$ cat src/rtl/ttt_pkg.sv
// Shared definitions for the tic-tac-toe controller: cell/winner codes, FSM states
// and the table of the eight winning lines.
package ttt_pkg;

  localparam logic [1:0] EMPTY  = 2'b00;
  localparam logic [1:0] MARK_X = 2'b01;
  localparam logic [1:0] MARK_O = 2'b10;

  localparam logic [1:0] WINNER_NONE = 2'b00;
  localparam logic [1:0] WINNER_P1   = 2'b01;
  localparam logic [1:0] WINNER_P2   = 2'b10;
  localparam logic [1:0] WINNER_DRAW = 2'b11;

  localparam int NUM_CELLS = 9;
  localparam int NUM_LINES = 8;

  typedef enum logic [1:0] {PLAY, CHECK, WIN, DRAW} state_t;

  // Rows, then columns, then the two diagonals; index matches the win_line bit.
  localparam int unsigned LINE_TBL [NUM_LINES][3] = '{
    '{0, 1, 2}, '{3, 4, 5}, '{6, 7, 8},
    '{0, 3, 6}, '{1, 4, 7}, '{2, 5, 8},
    '{0, 4, 8}, '{2, 4, 6}
  };

  function automatic logic [1:0] cell_of(input logic [17:0] b, input int unsigned idx);
    return b[2*idx +: 2];
  endfunction

endpackage

$ cat src/rtl/ttt_win_check.sv
// Combinational line detector: flags every row, column and diagonal fully
// occupied by the given marker.
module ttt_win_check
  import ttt_pkg::*;
(
  input  logic [17:0] board,
  input  logic [1:0]  marker,
  output logic [7:0]  win_line
);

  always_comb begin
    // NOTE: every combinational output gets a default first so no path can infer a latch.
    win_line = '0;
    for (int i = 0; i < NUM_LINES; i++) begin
      win_line[i] = (cell_of(board, LINE_TBL[i][0]) == marker) &&
                    (cell_of(board, LINE_TBL[i][1]) == marker) &&
                    (cell_of(board, LINE_TBL[i][2]) == marker);
    end
  end

endmodule

$ cat config.mk
export PLATFORM = sky130hd
export DESIGN_NAME = ttt_win_check
export DESIGN_NICKNAME = d
export VERILOG_FILES = /design/src/rtl/ttt_pkg.sv /design/src/rtl/ttt_win_check.sv
export SDC_FILE = /design/constraint.sdc
export NUM_CORES = 1
export LEC_CHECK = 0
export CAP_MARGIN = 5
export CORE_AREA = 3 3 40 42
export DETAILED_ROUTE_END_ITERATION = 16
export DIE_AREA = 0 0 43 45
export PLACE_DENSITY = 0.67
export SLEW_MARGIN = 20
export SYNTH_ARGS = -nofsm -noshare
export SYNTH_HDL_FRONTEND = slang
export SYNTH_SLANG_ARGS = --single-unit
export TNS_END_PERCENT = 50
$ cat constraint.sdc
create_clock -name vclk -period 0.98
set_clock_uncertainty 0.2 [all_clocks]
set_input_delay 0.098 -clock vclk [all_inputs]
set_output_delay 0.098 -clock vclk [all_outputs]
set_load 0.05 [all_outputs]
==> results of run 1 <==
layout make-up:
class | count | area share (%)
multi-input cells | 42 | 54.2
well taps | 15 | 1.77
repair buffers | 39 | 44.0
critical path, cell delays in order:
cell	delay, ns
buf_12	0.13
xnor2_2	0.14
nand2_2	0.09
buf_6	0.13
nor4_4	0.33
buf_12	0.18
cell families (layout without fill, tap and decap cells):
family,count (synthesis),count (layout)
buf+inv,2,39
xor+xnor,16,16
simple gates,22,22
compound gates,4,4
placed cells by master (no fill, tap or decap), types with 3 or more instances in the layout:
master / instances
nor4_4: 3
nor3_4: 5
buf_2: 5
dlygate4sd2_1: 7
xor2_1: 5
xnor2_2: 6
xnor2_4: 4
nand2_4: 3
buf_4: 6
buf_6: 7
buf_12: 11
timing repair:
| action | in CTS | in global routing |
|---|---|---|
| resized for setup | 87 | 3 |
| setup buffers | 1 | 0 |
| hold buffers | 0 | 0 |
| pin swaps | 23 | 5 |
| endpoints found under the setup margin | 8 | 8 |
metal layers:
layer  up-vias  wire, µm
met4         0         0
met1       214       434
met3         0        74
met5         -         0
met2        14       747
li1        236         -
through the flow:
stage / setup TNS (ns) / total power [mW]
final: -2.93 / 0.489
after global routing: -3.24 / 0.519
after CTS: -3.00 / 0.488
after detailed placement: -7.35 / 0.435
after global placement: -7.23 / 0.430
after floorplan: -2.81 / 0.248
worst max path at each step:
stage          startpoint          end  slack, ns  cells after the start
6_report        marker[0]  win_line[2]      -0.41                      6
2_1_floorplan   marker[0]  win_line[4]      -0.41                      2
5_1_grt         marker[0]  win_line[2]      -0.45                      6
4_1_cts         marker[0]  win_line[4]      -0.42                      4
3_5_place_dp    marker[0]  win_line[4]      -0.97                      5
3_3_place_gp    marker[0]  win_line[4]      -0.95                      5
report_power, final:
group	total (mW)	internal, mW	switching, mW
registers	0	0	0
logic	0.489	0.253	0.236
clock network	0	0	0
total	0.489	0.253	0.236
==> flow_metrics.env, run 1 <==
export IMPL_outcome="complete, but fails checks"
export IMPL_violations="setup timing"
export IMPL_yosysSeqAreaShare_pct=0
export IMPL_start_util_pct=25.3
export IMPL_grt_busiest_layer="met2"
export IMPL_fin_area_um2=1060
export IMPL_grt_max_degree=9
export IMPL_post_route_util_pct=82.5
export IMPL_antenna_found_initial=0
export IMPL_ir_drop_mv=0.312
export IMPL_slew_violations=0
export IMPL_dpl_hpwl_mm=1.08
export IMPL_post_route_period_util_pct=142
export IMPL_cellPowerDensity_nw_per_um2=462
export IMPL_grt_ovfl_total=0
export IMPL_fmax_mhz=719
export IMPL_ant_nets=0
export IMPL_die_y_um=45
export IMPL_track_usage_pct=14.8
export IMPL_worst_setup_path_end_kind="output pin"
export IMPL_syn_avg_cell_area_um2=7.39
export IMPL_portBuffers=28
export IMPL_synth_fa_ha_area_share_pct=0
export IMPL_setup_viol=8
export IMPL_hp_class="in2out"
export IMPL_core_area_um2=1280
export IMPL_num_rows=13
export IMPL_regArea_um2=0
export IMPL_die_w_um=43
export IMPL_synth_xor_area_share_pct=47.7
export IMPL_finalNetCount=103
export IMPL_leakagePower_nw=0.467
export IMPL_synth_area_leader_cell="xnor2_1"
export IMPL_hold_violations=0
export IMPL_grt_first_pass_wirelength_mm=2.26
export IMPL_stdcell_count=96
export IMPL_grt_met1_usage_pct=17.4
export IMPL_hold_depth=4
export IMPL_place_congestion=0.688
export IMPL_finalCriticalPeriod_ns=1.39
export IMPL_netlist_area_um2=325
export IMPL_synth_area_leaders="xnor2_1 (22%), xor2_1 (16%), xnor2_2 (10%)"
export IMPL_diodes=0
export IMPL_grt_pass1_vias=507
export IMPL_wl_per_cell_um=13.1
export IMPL_dpl_cell_count=96
export IMPL_crit_arrival_ns=1.09
export IMPL_synthTopCellsByCount="xnor2_1 (8), nor3_1 (6), xor2_1 (6), nand2_1 (5)"
export IMPL_multi_input_area_um2=574
export IMPL_dr_pass1_iters=3
export IMPL_synth_fp_nets=64
export IMPL_synth_cells=44
export IMPL_yosysMostFrequentCell="xnor2_1"
export IMPL_fill_cells=79
export IMPL_drive_gt1_share_pct=76.5
export IMPL_grt_setup_unrepaired="true"
export IMPL_grt_use_met2_pct=30.2
export IMPL_viasPerCell=4.83
export IMPL_drv_cap=0
export IMPL_start_kind="input pin"
export IMPL_via_count=464
export IMPL_criticalPathCategory="in2out"
export IMPL_synth_simple_area_share_pct=35.8
export IMPL_synth_compound_area_share_pct=9.62
export IMPL_whs_ns=0.392
export IMPL_placedInstanceArea_um2=965
export IMPL_yosysWarnings=0
export IMPL_synth_top_area_share_pct=21.5
export IMPL_met3_usage_pct=1.59
export IMPL_seq_cells=0
export IMPL_critPathMaxFanout=8
export IMPL_wl_mm=1.26
export IMPL_worstMarginPinSlew_ns=0.282
export IMPL_worstHoldStart="board[2]"
export IMPL_synth_top_family_by_area="XOR/XNOR gates"
export IMPL_pre_cts_slack_ns=-0.972
export IMPL_worstPathRequired_ns=0.68
export IMPL_setup_ws_ns=-0.410
export IMPL_die_area_um2=1940
export IMPL_synthMuxAreaShare_pct=0
export IMPL_drt_iter0_drc=2
export IMPL_area_growth_pct=226
export IMPL_clock_buffers=0
export IMPL_slew_headroom_pct=81.1
export IMPL_holdPathEnd="win_line[4]"
export IMPL_drc=0
export IMPL_synth_cell_type_count=15
export IMPL_ios=28
Note: power is estimated with default switching activity, not from simulation.
==> inputs of run 2 (changes only) <==
--- a/config.mk
+++ b/config.mk
@@ -9,7 +9,7 @@
 export CORE_AREA = 3 3 40 42
 export DETAILED_ROUTE_END_ITERATION = 16
 export DIE_AREA = 0 0 43 45
-export PLACE_DENSITY = 0.67
+export DONT_BUFFER_PORTS = 1
 export SLEW_MARGIN = 20
 export SYNTH_ARGS = -nofsm -noshare
 export SYNTH_HDL_FRONTEND = slang
==> run 2 against run 1 <==
  * Utilization down 22 points
  * Combinational power shrank 33%
  * First-iteration DRC count increased by 50%
  * Wire length down 15%
  * Critical path type unchanged
  * Hold slack worse by 0.083 ns
  * Clock-buffer cell count unchanged
  * Sequential share of layout area unchanged
  * The run still ends with setup timing left
  * Via count down 25%
  * Setup slack better by 0.13 ns
==> flow_metrics.env, run 2 (synthesis gave the netlist of run 1 again) <==
export IMPL_finalNetCount=75
export IMPL_critPathMaxFanout=3
export IMPL_dpl_hpwl_um=908
export IMPL_ios=28
export IMPL_violations="setup timing"
export IMPL_worstPathRequired_ns=0.68
export IMPL_crit_arrival_ns=0.96
export IMPL_dr_pass1_iters=3
export IMPL_antenna_found_initial=0
export IMPL_final_cell_mix="buf_12 (8), xnor2_4 (6), xor2_1 (5)"
export IMPL_swShare_pct=46.6
export IMPL_switchingPower_uw=152
export IMPL_dpl_cell_count=66
export IMPL_clockPowerShare_pct=0
export IMPL_grt_max_degree=14
export IMPL_ant_nets=0
export IMPL_finalPower_uw=327
export IMPL_hp_class="in2out"
export IMPL_setup_tns_ns=-1.16
export IMPL_grt_pass1_vias=348
export IMPL_track_usage_pct=11.6
export IMPL_crit_end="win_line[4]"
export IMPL_core_area_um2=1280
export IMPL_start_kind="input pin"
export IMPL_slew_violations=0
export IMPL_fill_cells=94
export IMPL_p_int_uw=174
export IMPL_post_route_period_util_pct=129
export IMPL_drv_cap=0
export IMPL_drc=0
export IMPL_critPathLaunch="board[2]"
export IMPL_viasPerCell=5.13
export IMPL_finalCriticalPeriod_ns=1.26
export IMPL_place_congestion=0.625
export IMPL_setup_viol=8
export IMPL_diodes=0
export IMPL_die_area_um2=1940
export IMPL_seq_cells=0
export IMPL_fmax_mhz=794
export IMPL_slew_headroom_pct=79.5
export IMPL_stdcell_count=68
export IMPL_worstMarginPinSlew_ns=0.308
export IMPL_start_util_pct=25.3
export IMPL_wl_per_cell_um=15.6
export IMPL_via_count=349
export IMPL_hold_violations=0
export IMPL_area_growth_pct=140
export IMPL_num_rows=13
export IMPL_grt_first_pass_wirelength_mm=1.72
export IMPL_layout_commonest_cell="buf_12"
export IMPL_grt_ovfl_total=0
export IMPL_regArea_um2=0
export IMPL_criticalPathCategory="in2out"
export IMPL_leakagePower_nw=0.300
export IMPL_drive_gt1_share_pct=69.8
export IMPL_drt_iter0_drc=3
export IMPL_die_w_um=43
export IMPL_seqPwrFrac_pct=0
export IMPL_worst_setup_path_end_kind="output pin"
export IMPL_wl_mm=1.06
export IMPL_portBuffers=0
export IMPL_share_comb_of_total_power_pct=100.0
export IMPL_clock_buffers=0
export IMPL_grt_setup_unrepaired="true"
export IMPL_outcome="complete, but fails checks"
export IMPL_cellPowerDensity_nw_per_um2=419
export IMPL_cts_hold_buf=0
export IMPL_die_y_um=45
export IMPL_setup_ws_ns=-0.280
export IMPL_pre_cts_slack_ns=-0.356
export IMPL_ir_drop_mv=0.215
export IMPL_post_route_util_pct=60.7
-- run 2: cell count changes in the layout (fill, tap and decap cells not counted), sizes merged --
cell           delta
clkdlybuf4s15     -2
dlygate4sd2       -7
buf              -19
-- run 2: what timing repair did --
action | 4_1_cts | 5_1_grt
buffers inserted | 2 | 0
resized for setup | 14 | 1
setup endpoints to repair | 8 | 8
pin swaps | 12 | 2
-- run 2: how the worst min path moves through the flow --
| stage | cells past startpoint | slack (ns) | end | from |
|---|---|---|---|---|
| 2_1_floorplan | 3 | 0.23 | win_line[6] | board[0] |
| 3_3_place_gp | 3 | 0.31 | win_line[4] | marker[1] |
| 3_5_place_dp | 3 | 0.33 | win_line[4] | marker[1] |
| 6_report | 3 | 0.31 | win_line[4] | marker[0] |
| 5_1_grt | 3 | 0.32 | win_line[4] | board[3] |
| 4_1_cts | 3 | 0.31 | win_line[4] | marker[0] |
-- run 2: worst max-delay path: stages --
cell and delay (ns):
or3_4 0.38, a221oi_4 0.31, buf_12 0.17
-- run 2: through the flow --
step           hold slack [ns]  area (µm²)
6_report                 0.309         779
4_1_cts                  0.314         774
3_5_place_dp             0.327         664
3_3_place_gp             0.311         664
5_1_grt                  0.321         779
2_1_floorplan            0.229         518
-- run 2: final cells by class --
| type | instances | area (µm²) | share of cell area, % |
|---|---|---|---|
| Multi-Input combinational cell | 42 | 571 | 73.2 |
| Tap cell | 15 | 18.8 | 2.41 |
| Timing Repair Buffer | 11 | 190 | 24.4 |
-- run 2: power groups by stage --
stage,logic [mW],registers (mW),clock network (mW)
6_report,0.327,0,0
5_1_grt,0.343,0,0
4_1_cts,0.325,0,0
3_5_place_dp,0.265,0,0
3_3_place_gp,0.260,0,0
2_1_floorplan,0.248,0,0
-- run 2: routing by layer --
metal  global-route usage, %  up-vias  part of all wire (%)
met4                       0        0                     0
met2                    25.4       17                    61
met5                       0        -                     0
met1                    12.1      161                    31
met3                    1.59        0                   7.9
li1                        -      171                     -
==> inputs of run 3 (changes only) <==
--- a/config.mk
+++ b/config.mk
@@ -5,6 +5,7 @@
 export SDC_FILE = /design/constraint.sdc
 export NUM_CORES = 1
 export LEC_CHECK = 0
+export ABC_CLOCK_PERIOD_IN_PS = 980
 export CAP_MARGIN = 5
 export CORE_AREA = 3 3 40 42
 export DETAILED_ROUTE_END_ITERATION = 16
==> results of run 3 <==
The final DEF is identical to that of run 2; final timing and power are the same.
